`config.mk`:
```
export PLATFORM = sky130hd
export DESIGN_NAME = path_node_port
export DESIGN_NICKNAME = d
export VERILOG_FILES = /design/src/rtl/path_node_port.sv
export SDC_FILE = /design/constraint.sdc
export NUM_CORES = 1
export LEC_CHECK = 0
export CORE_UTILIZATION = 45
export DETAILED_ROUTE_END_ITERATION = 6
export PLACE_DENSITY_LB_ADDON = 0.25
export SLEW_MARGIN = 30
export SYNTH_ARGS = -nofsm -noshare
export SYNTH_HDL_FRONTEND = slang
export SYNTH_SLANG_ARGS = --single-unit
```
`constraint.sdc`:
```
create_clock -name clk -period 2.3 [get_ports clk]
set_input_delay 0.23 -clock clk [delete_from_list [all_inputs] [get_ports clk]]
set_output_delay 0.23 -clock clk [all_outputs]
set_load 0.02 [all_outputs]
```
`src/rtl/path_node_port.sv`:
```
// Memory-mapped path-exchange peripheral: SP/EP registers, a FWFT FIFO of CPU-stored
// node points, and a done handshake with the downstream navigation sequencer.
module path_node_port #(
  parameter int unsigned DEPTH  = 32,
  parameter int unsigned NODE_W = 5
) (
  input  logic                     clk,
  input  logic                     reset_n,
  input  logic                     MemWrite,
  input  logic [31:0]              DataAdr,
  input  logic [31:0]              WriteData,
  input  logic                     Ext_MemWrite,
  input  logic [31:0]              Ext_DataAdr,
  input  logic [31:0]              Ext_WriteData,
  output logic                     mmio_hit,
  output logic [31:0]              mmio_rdata,
  input  logic                     node_rd_en,
  output logic [NODE_W-1:0]        node_rd_data,
  output logic                     node_valid,
  output logic [$clog2(DEPTH):0]   node_count,
  output logic                     overflow,
  output logic                     late_err,
  output logic                     path_done,
  input  logic                     done_clr
);

  localparam int unsigned AW = $clog2(DEPTH);
  localparam int unsigned CW = AW + 1;

  localparam logic [31:0] ADR_SP     = 32'h0200_0001;
  localparam logic [31:0] ADR_EP     = 32'h0200_0002;
  localparam logic [31:0] ADR_NODE   = 32'h0200_0003;
  localparam logic [31:0] ADR_DONE   = 32'h0200_0004;
  localparam logic [31:0] ADR_STATUS = 32'h0200_0005;

  typedef enum logic [1:0] {
    S_IDLE    = 2'd0,
    S_COLLECT = 2'd1,
    S_DONE    = 2'd2
  } state_t;

  state_t state, stateNxt;

  logic [NODE_W-1:0] spReg, epReg, nodeLast;
  logic [NODE_W-1:0] mem [DEPTH];
  logic [AW-1:0]     wrPtr, rdPtr;
  logic [CW-1:0]     count, countNxt;
  logic              ovfReg, lateReg;

  logic cpuWr, cpuNode, cpuDone, inDone, full;
  logic popEn, pushReq, pushEn, ovfSet, lateSet;
  logic unusedExtData;

  // Host bits above the node width carry no meaning for any register.
  assign unusedExtData = ^Ext_WriteData[31:NODE_W];

  // Host strobe pre-empts the CPU; done_clr masks every CPU NODE/DONE effect.
  assign cpuWr   = MemWrite & ~Ext_MemWrite;
  assign cpuNode = cpuWr & (DataAdr == ADR_NODE) & ~done_clr;
  assign cpuDone = cpuWr & (DataAdr == ADR_DONE) & (WriteData == 32'd1) & ~done_clr;
  assign inDone  = (state == S_DONE);
  assign full    = (count == CW'(DEPTH));

  assign popEn   = node_rd_en & (count != '0) & ~done_clr;
  assign pushReq = cpuNode & ~inDone;
  assign pushEn  = pushReq & (~full | popEn);
  assign ovfSet  = pushReq & full & ~popEn;
  assign lateSet = cpuNode & inDone;

  always_comb begin
    countNxt = count;
    if (pushEn && !popEn) begin
      countNxt = count + CW'(1);
    end else if (popEn && !pushEn) begin
      countNxt = count - CW'(1);
    end
  end

  always_ff @(posedge clk or negedge reset_n) begin
    if (!reset_n) begin
      state <= S_IDLE;
    end else begin
      state <= stateNxt;
    end
  end

  always_comb begin
    stateNxt = state;
    if (done_clr) begin
      stateNxt = S_IDLE;
    end else begin
      case (state)
        S_IDLE: begin
          if (cpuDone) begin
            stateNxt = S_DONE;
          end else if (pushEn) begin
            stateNxt = S_COLLECT;
          end
        end
        S_COLLECT: begin
          if (cpuDone) begin
            stateNxt = S_DONE;
          end else if (countNxt == '0) begin
            stateNxt = S_IDLE;
          end
        end
        S_DONE: stateNxt = S_DONE;
        default: stateNxt = S_IDLE;
      endcase
    end
  end

  // Configuration registers; NODE-last ignores CPU stores while done is held.
  always_ff @(posedge clk or negedge reset_n) begin
    if (!reset_n) begin
      spReg    <= '0;
      epReg    <= '0;
      nodeLast <= '0;
    end else if (Ext_MemWrite) begin
      if (Ext_DataAdr == ADR_SP)   spReg    <= Ext_WriteData[NODE_W-1:0];
      if (Ext_DataAdr == ADR_EP)   epReg    <= Ext_WriteData[NODE_W-1:0];
      if (Ext_DataAdr == ADR_NODE) nodeLast <= Ext_WriteData[NODE_W-1:0];
    end else if (MemWrite) begin
      if (DataAdr == ADR_SP) spReg <= WriteData[NODE_W-1:0];
      if (DataAdr == ADR_EP) epReg <= WriteData[NODE_W-1:0];
      if (pushReq)           nodeLast <= WriteData[NODE_W-1:0];
    end
  end

  always_ff @(posedge clk or negedge reset_n) begin
    if (!reset_n) begin
      wrPtr   <= '0;
      rdPtr   <= '0;
      count   <= '0;
      ovfReg  <= 1'b0;
      lateReg <= 1'b0;
    end else if (done_clr) begin
      wrPtr   <= '0;
      rdPtr   <= '0;
      count   <= '0;
      ovfReg  <= 1'b0;
      lateReg <= 1'b0;
    end else begin
      if (pushEn) wrPtr <= wrPtr + AW'(1);
      if (popEn)  rdPtr <= rdPtr + AW'(1);
      count   <= countNxt;
      ovfReg  <= ovfReg | ovfSet;
      lateReg <= lateReg | lateSet;
    end
  end

  // Storage needs no reset: pointers and count define which entries are live.
  always_ff @(posedge clk) begin
    if (pushEn) begin
      mem[wrPtr] <= WriteData[NODE_W-1:0];
    end
  end

  assign node_valid   = (count != '0);
  assign node_rd_data = node_valid ? mem[rdPtr] : '0;
  assign node_count   = count;
  assign overflow     = ovfReg;
  assign late_err     = lateReg;
  assign path_done    = inDone;

  always_comb begin
    mmio_hit   = 1'b0;
    mmio_rdata = '0;
    case (DataAdr)
      ADR_SP: begin
        mmio_hit   = 1'b1;
        mmio_rdata = 32'(spReg);
      end
      ADR_EP: begin
        mmio_hit   = 1'b1;
        mmio_rdata = 32'(epReg);
      end
      ADR_NODE: begin
        mmio_hit   = 1'b1;
        mmio_rdata = 32'(nodeLast);
      end
      ADR_DONE: begin
        mmio_hit   = 1'b1;
        mmio_rdata = 32'(inDone);
      end
      ADR_STATUS: begin
        mmio_hit       = 1'b1;
        mmio_rdata     = 32'(count);
        mmio_rdata[31] = ovfReg;
        mmio_rdata[30] = lateReg;
      end
      default: ;
    endcase
  end

endmodule

```
==> results of run 1 <==
[power by group]
group	internal [mW]	switching [mW]	leakage [nW]
combinational	1.28	1.22	2.14
sequential	3.87	0.0681	1.92
clock	1.62	1.32	0.278
[state kept, by name, indices dropped and copies added, names as in the netlist]
signal      count
mem           160
node_count      6
epReg           5
nodeLast        5
rdPtr           5
spReg           5
wrPtr           5
state           2
late_err        1
overflow        1
[how the worst max path moves through the flow]
stage                                 endpoint                    start  cells past startpoint
after detailed placement         mmio_rdata[2]              DataAdr[13]                      8
after global placement           mmio_rdata[3]              DataAdr[29]                      8
after CTS                      node_rd_data[1]     rdPtr[0]$_DFFE_PN0P_                      7
after floorplan           state[0]$_DFFE_PN0P_  node_count[1]$_DFF_PN0_                      9
after global routing           node_rd_data[1]     rdPtr[0]$_DFFE_PN0P_                      7
final                          node_rd_data[4]     rdPtr[0]$_DFFE_PN0P_                      7
[what timing repair did]
item,4_1_cts,5_1_grt
pin swaps,23,28
setup endpoints to repair,166,104
hold buffers,1,0
resized for setup,121,55
gates cloned,3,0
hold endpoints to repair,35,0
setup buffers,21,6
[cell usage after synthesis (all sizes together) (10+ instances only)]
cell | number | area [µm²]
buf | 36 | 236
clkbuf | 13 | 48.8
dfrtp | 35 | 876
edfxtp | 160 | 4800
inv | 11 | 41.3
mux2 | 20 | 225
mux4 | 50 | 1130
nand2 | 14 | 52.6
nand4 | 10 | 62.6
nor2 | 68 | 255
nor3 | 12 | 76.3
nor4 | 18 | 113
[cell usage in the layout, fill, tap and decap left out, types with 8 or more instances in the layout]
cell and count:
sky130_fd_sc_hd__edfxtp_1 160, sky130_fd_sc_hd__buf_4 107, sky130_fd_sc_hd__clkdlybuf4s50_1 84, sky130_fd_sc_hd__nor2_1 62, sky130_fd_sc_hd__mux4_2 50, sky130_fd_sc_hd__dfrtp_1 32, sky130_fd_sc_hd__conb_1 24, sky130_fd_sc_hd__mux2_2 20
sky130_fd_sc_hd__clkbuf_16 17, sky130_fd_sc_hd__clkdlybuf4s15_1 13, sky130_fd_sc_hd__nand2_1 12, sky130_fd_sc_hd__nor4_1 12, sky130_fd_sc_hd__nand4_1 10, sky130_fd_sc_hd__dlygate4sd2_1 10, sky130_fd_sc_hd__inv_1 8, sky130_fd_sc_hd__nor3_1 8
sky130_fd_sc_hd__clkbuf_2 8, sky130_fd_sc_hd__buf_6 8
[area by class of cell]
type	count	area share
tap	260	0.0272
multi-input combinational	318	0.254
timing repair buffer	249	0.191
clock inverter	14	0.0129
clock buffer	18	0.0359
sequential	195	0.475
inverter	11	0.00366
[critical path: cells and delay by family (launching register included)]
kind          cells  cell delay, ns
buf+inv           3            0.41
flops             1            0.45
mux               3            1.26
simple gates      1            0.07
[metal layers]
metal	global-route usage	part of all wire	up-vias
met5	0	0	-
met4	0.0917	0.023	0
met3	0.0456	0.051	33
met2	0.382	0.51	196
met1	0.292	0.41	2930
li1	-	-	2602
[logic make-up (layout without fill, tap and decap cells)]
group / count (synthesis) / count (layout) / synth area share
other: 1 / 24 / 0.000428
muxes: 77 / 77 / 0.162
xor gates and xnor gates: 11 / 11 / 0.0110
adders and majority gates: 8 / 8 / 0.0114
and+or+nand+nor: 162 / 162 / 0.0989
DFF: 195 / 195 / 0.649
AOI/OAI and AO/OA: 36 / 36 / 0.0299
buffers and inverters: 60 / 292 / 0.0373
[metrics by stage]
step / setup TNS (ns) / util / power (mW)
3_3_place_gp: -83.85 / 0.580 / 6.22
2_1_floorplan: -0.0139 / - / 5.25
6_report: -2.75 / 0.634 / 9.36
3_5_place_dp: -93.06 / 0.580 / 6.25
4_1_cts: -2.81 / 0.629 / 9.36
5_1_grt: -3.63 / 0.634 / 9.68
==> summary.md, run 1 <==
| Metric | Value |
|---|---|
| Worst vdd ir | `0.558 mV` |
| Library cell appearing most often on the critical path | `sky130_fd_sc_hd__mux4_2` |
| CP required | `slightly above 2 ns` |
| Pre-CTS setup slack | `-0.725 ns` |
| Filler cell count | `approximately 1400` |
| H-Tree Level Count | `4` |
| Max-slew violations | `0` |
| R2r startpoint | `node_count[1]$_DFF_PN0_` |
| Multi-input gate area | `between 3000 and 4000 µm²` |
| Final setup viols | `6` |
| Post-synthesis sequential area ratio | `0.649` |
| Global-route wire length before repair | `between 30000 and 40000 µm` |
| Area of the placeable core | `about 19000 µm²` |
| Placement Cell Area | `around 11000 µm²` |
| Latest clock arrival within the worst-skew pair | `0.44 ns` |
| Critical path fanouts, max | `5` |
| Die height | `about 140 µm` |
| Measured slew at the worst slew-check pin | `~0.83 ns` |
| Run status | `finished, violations left` |
| Number of global-route vias before repair | `5887` |
| Antenna diode count | `0` |
| Routed len/inst | `slightly above 20 µm` |
| Placed instance count | `slightly above 1000` |
| Share of flip-flops with an asynchronous set or reset after synthesis | `0.179` |
| Number of max-cap violations | `0` |
| Worst reg2reg path depth | `9` |
| Worst slew margin relative to its limit | `0.445` |
| Layout cells sized above 1 | `0.355` |
| Number of vias per cell | `5.41` |
| Startpoint type of the worst setup path | `flip-flop` |
| Total grt overflow | `0` |
| Clock Root Buffer | `sky130_fd_sc_hd__clkbuf_16` |
| Final worst-path setup slack | `-0.564 ns` |
| Path category of the worst min-delay check | `primary input to async pin` |
| Yosys warns | `0` |
| Post-synthesis instance total | `550` |
| Final #Nets | `approximately 930` |
| CTS clk-pin slew, worst paths | `about 0.07 ns` |
| Count of different cell masters after synthesis | `58` |
| Number of antenna violations at the first check in global routing | `0` |
| Number of iterations in the first detailed-routing pass | `7` |
| Highest-delay cell along the critical path | `sky130_fd_sc_hd__mux4_2` |
| Final clock skew | `roughly 0.011 ns` |
| Critical R2R Capture | `state[0]$_DFFE_PN0P_` |
| Final hold violation count | `0` |
| Number of DRC markers after the initial detailed-route iteration | `approximately 380` |
| Netlist area before placement | `slightly below 9000 µm²` |
| Initial cell density of the core | `0.463` |
| Area occupied by registers | `approximately 5700 µm²` |
| DRC violations left | `0` |
| RSZ-0062 raised after global routing | `true` |
| Final HPWL from detailed placement | `between 15000 and 20000 µm` |
| Vias | `5761` |
| Type of the worst setup path | `flip-flop to primary output` |
| Overall Global Routing Usage | `0.228` |
| Inserted Clock Buffers | `17` |
| Crit path capture type | `primary output` |
| Final standard cell area without fillers | `around 12000 µm²` |
| Violated checks | `setup timing` |
| Largest net degree at the start of global routing | `36` |
| EDFF count, synth | `160` |
| Number of buffer cells added on primary ports | `130` |
| FF+latch count, synth | `approximately 200` |
| Die ar. | `20000 µm²` |
| CP cell instances | `buf_6 -> buf_16 -> mux4_2 -> mux4_2 -> mux2i_1 -> nor2_1 -> buf_4` |
| Routability cong. | `between 0.8 and 0.9` |
| Sink Count | `between 150 and 200` |
| Number of routed nets with antenna violations | `0` |
| Final non-filler cell total | `around 1100` |
| Post-route worst hold slack | `0.433 ns` |
| Min cycle time layout | `2.86 ns` |
| Data arrival time at the worst-slack endpoint | `about 2.6 ns` |
| Setup slack of the worst register-to-register path | `-0.07 ns` |
| Delay of the slowest cell on the worst path | `between 0.5 and 0.6 ns` |
| Clock tree from TritonCTS | `yes` |
| Static leakage | `between 4 and 5 nW` |
| Flip-flop cell with the highest count after synthesis | `sky130_fd_sc_hd__edfxtp_1` |
| Fmax achieved | `349 MHz` |
| Synthesis-to-layout area growth | `36.7%` |
| I/O pin count | `about 180` |
| Number of placement rows | `50` |
| Power density relative to cell area | `782 nW/µm²` |
| Post-synthesis area per instance | `about 16 µm²` |
| Width of the die | `roughly 140 µm` |
| Crit share post-route | `1.25` |
| Worst-case clock buffer depth | `2` |
| Total wirelength of the detailed-routed design | `about 22000 µm` |
No activity file was read; power rests on OpenSTA's default activity.
==> inputs of run 2 (changes only) <==
Settings changed: CORE_UTILIZATION 45 to 40, PLACE_DENSITY_LB_ADDON 0.25 to 0.15.
==> run 2 against run 1 <==
Net effect: sequential power about the same; critical path type unchanged; the run still ends with setup timing left; cell area down 1.1%; cell count is 0.85% higher; clock skew is 0.0015 ns lower; global-route usage shrank 2.4 points; critical endpoint is now node_rd_data[1].
==> summary.md, run 2 (synthesis gave the netlist of run 1 again) <==
| Metric | Value |
|---|---|
| Final setup viols | `6 (unchanged)` |
| Inserted Clock Buffers | `17 (unchanged)` |
| I/O pin count | `182 (unchanged)` |
| Highest-delay cell along the critical path | `sky130_fd_sc_hd__mux4_2 (unchanged)` |
| Cell family with most CP delay | `multiplexers (unchanged)` |
| Latest clock arrival within the worst-skew pair | `0.43 ns (was 0.44 ns)` |
| Number of global-route vias before repair | `5947 (was 5887)` |
| Number of buffer cells added on primary ports | `130 (unchanged)` |
| Die height | `150 µm (was 141 µm)` |
| Global-route wire length before repair | `33300 µm (was 33100 µm)` |
| Setup TNS | `-2.28 ns (was -2.75 ns)` |
| Filler cell count | `1685 (was 1358)` |
| Min cycle time layout | `2.76 ns (was 2.86 ns)` |
| Antenna diode count | `0 (unchanged)` |
| CP required | `2.07 ns (about the same)` |
| Clock Root Buffer | `sky130_fd_sc_hd__clkbuf_16 (unchanged)` |
| Die ar. | `22500 µm² (was 20000 µm²)` |
| CTS clk-pin slew, worst paths | `0.07 ns (about the same)` |
| Width of the die | `150 µm (was 141 µm)` |
| Number of max-cap violations | `0 (unchanged)` |
| DRC violations left | `0 (unchanged)` |
| CP cell instances | `buf_12 -> buf_12 -> mux4_2 -> mux4_2 -> mux2i_1 -> nor2_1 -> buf_2 (was buf_6 -> buf_16 -> mux4_2 -> mux4_2 -> mux2i_1 -> nor2_1 -> buf_4)` |
| Data arrival time at the worst-slack endpoint | `2.53 ns (was 2.63 ns)` |
| Number of DRC markers after the initial detailed-route iteration | `359 (was 384)` |
| Post-route worst hold slack | `0.425 ns (was 0.433 ns)` |
| Violated checks | `setup timing (unchanged)` |
| Type of the worst setup path | `flip-flop to primary output (unchanged)` |
| Routed len/inst | `20.3 µm (was 20.6 µm)` |
| Area of the placeable core | `21200 µm² (was 18900 µm²)` |
| Final HPWL from detailed placement | `15500 µm (was 15100 µm)` |
| Overall Global Routing Usage | `0.204 (was 0.228)` |
| Startpoint type of the worst setup path | `flip-flop (unchanged)` |
| H-Tree Level Count | `4 (unchanged)` |
| Final #Nets | `928 (was 934)` |
| Number of iterations in the first detailed-routing pass | `5 (was 7)` |
| Power density relative to cell area | `785 nW/µm² (was 782 nW/µm²)` |
| Final clock skew | `0.00940 ns (was 0.0109 ns)` |
| Top library cells by usage in the layout, fill and taps aside | `160 x sky130_fd_sc_hd__edfxtp_1, 105 x sky130_fd_sc_hd__buf_4, 85 x sky130_fd_sc_hd__clkdlybuf4s50_1, 63 x sky130_fd_sc_hd__nor2_1, 50 x sky130_fd_sc_hd__mux4_2 (was 160 x sky130_fd_sc_hd__edfxtp_1, 107 x sky130_fd_sc_hd__buf_4, 84 x sky130_fd_sc_hd__clkdlybuf4s50_1, 62 x sky130_fd_sc_hd__nor2_1, 50 x sky130_fd_sc_hd__mux4_2)` |
| Total power | `9.29 mW (was 9.36 mW)` |
| Delay of the slowest cell on the worst path | `0.55 ns (was 0.54 ns)` |
| Number of vias per cell | `5.35 (was 5.41)` |
| RSZ-0062 raised after global routing | `true (unchanged)` |
| Initial cell density of the core | `0.413 (was 0.463)` |
| Number of antenna violations at the first check in global routing | `1 (was 0)` |
| Placed instance count | `1030 (was 1007)` |
| Worst vdd ir | `0.394 mV (was 0.558 mV)` |
| Max-slew violations | `0 (unchanged)` |
| Layout cells sized above 1 | `0.345 (was 0.355)` |
| Total wirelength of the detailed-routed design | `21800 µm (was 21900 µm)` |
| Post-layout utilization of the core | `0.558 (was 0.634)` |
| Final hold violation count | `0 (unchanged)` |
| Total grt overflow | `0 (unchanged)` |
| Critical path fanouts, max | `6 (was 5)` |
| Most flop-heavy register | `mem (unchanged)` |
| Number of placement rows | `53 (was 50)` |
| Static leakage | `4.27 nW (was 4.33 nW)` |
| Crit share post-route | `1.20 (was 1.25)` |
| Measured slew at the worst slew-check pin | `0.827 ns (was 0.833 ns)` |
| Clock tree from TritonCTS | `yes (unchanged)` |
| Buf+Inv Stages, Crit Path | `3 (unchanged)` |
| Number of routed nets with antenna violations | `0 (unchanged)` |
| Routability cong. | `0.873 (was 0.866)` |
| Final non-filler cell total | `1074 (was 1065)` |
| Largest net degree at the start of global routing | `44 (was 36)` |
| Fmax achieved | `362 MHz (was 349 MHz)` |
| Final standard cell area without fillers | `11800 µm² (was 12000 µm²)` |
| Crit path capture type | `primary output (unchanged)` |
| Synthesis-to-layout area growth | `35.2% (was 36.7%)` |
| Pre-CTS setup slack | `-0.629 ns (was -0.725 ns)` |
| Placement Cell Area | `11000 µm² (about the same)` |
| Worst reg2reg path depth | `9 (unchanged)` |
| Flip-flop count of the largest register after layout | `160 (unchanged)` |
| Most common cell after layout, fill and taps aside | `sky130_fd_sc_hd__edfxtp_1 (unchanged)` |
| Worst slew margin relative to its limit | `0.448 (was 0.445)` |
| Path category of the worst min-delay check | `primary input to async pin (unchanged)` |
| Vias | `5741 (was 5761)` |
| Run status | `finished, violations left (unchanged)` |
| Sink Count | `195 (unchanged)` |
| Cell count along the critical path | `7 (unchanged)` |
| Final worst-path setup slack | `-0.464 ns (was -0.564 ns)` |
| Worst-case clock buffer depth | `2 (unchanged)` |
==> run 2: cell count changes in the layout (fill, tap and decap cells not counted), sizes merged <==
cell	delta
buf	-3
dlygate4sd2	+3
dlymetal6s2s	-3
clkdlybuf4s15	-2
clkinvlp	-2
clkbuf	+1
clkdlybuf4s50	+1
clkinv	-1
==> run 2: worst paths after layout <==
check                                     endpoint  slack, ns               startpoint
min reg2reg                nodeLast[2]$_DFFE_PN0P_       0.51  nodeLast[2]$_DFFE_PN0P_
max                                node_rd_data[1]      -0.46     rdPtr[0]$_DFFE_PN0P_
max reg2reg                   state[0]$_DFFE_PN0P_      -0.03  node_count[0]$_DFF_PN0_
min in group clk           nodeLast[2]$_DFFE_PN0P_       0.51  nodeLast[2]$_DFFE_PN0P_
max in group asynchronous     rdPtr[0]$_DFFE_PN0P_       1.28                  reset_n
min                           epReg[2]$_DFFE_PN0P_       0.42                  reset_n
==> run 2: report_power, final <==
| group | total, mW | switching, mW | internal (mW) |
|---|---|---|---|
| Sequential | 3.93 | 0.0591 | 3.87 |
| Combinational | 2.45 | 1.21 | 1.24 |
| Clock | 2.91 | 1.27 | 1.64 |
==> run 2: area by class of cell <==
class                      count  area (µm²)  area share
clock buffer                  21         450      0.0380
clock inverter                11         129      0.0109
inverter                      11        43.8     0.00370
multi-input combinational    318        3010       0.254
sequential                   195        5680       0.480
tap                          275         344      0.0291
timing repair buffer         243        2180       0.184
==> run 2: timing repair <==
| item | CTS | global route |
|---|---|---|
| hold endpoints to repair | 35 | 0 |
| pin swaps | 20 | 15 |
| gates cloned | 2 | 0 |
| gates resized for setup | 132 | 26 |
| buffers inserted | 12 | 2 |
| setup endpoints to repair | 16 | 82 |
| hold buffers | 1 | 0 |
==> run 2: routing by layer <==
metal | global-route usage | up-vias | wire [µm]
met5 | 0 | - | 0
met4 | 0.0566 | 0 | 367
met3 | 0.0436 | 25 | 1210
met2 | 0.347 | 214 | 11200
met1 | 0.262 | 2922 | 9040
li1 | - | 2580 | -
==> inputs of run 3 (changes only) <==
Settings changed: CTS_CLUSTER_DIAMETER from default to 150.
==> results of run 3 <==
Final layout, timing and power as in run 2 (identical DEF).
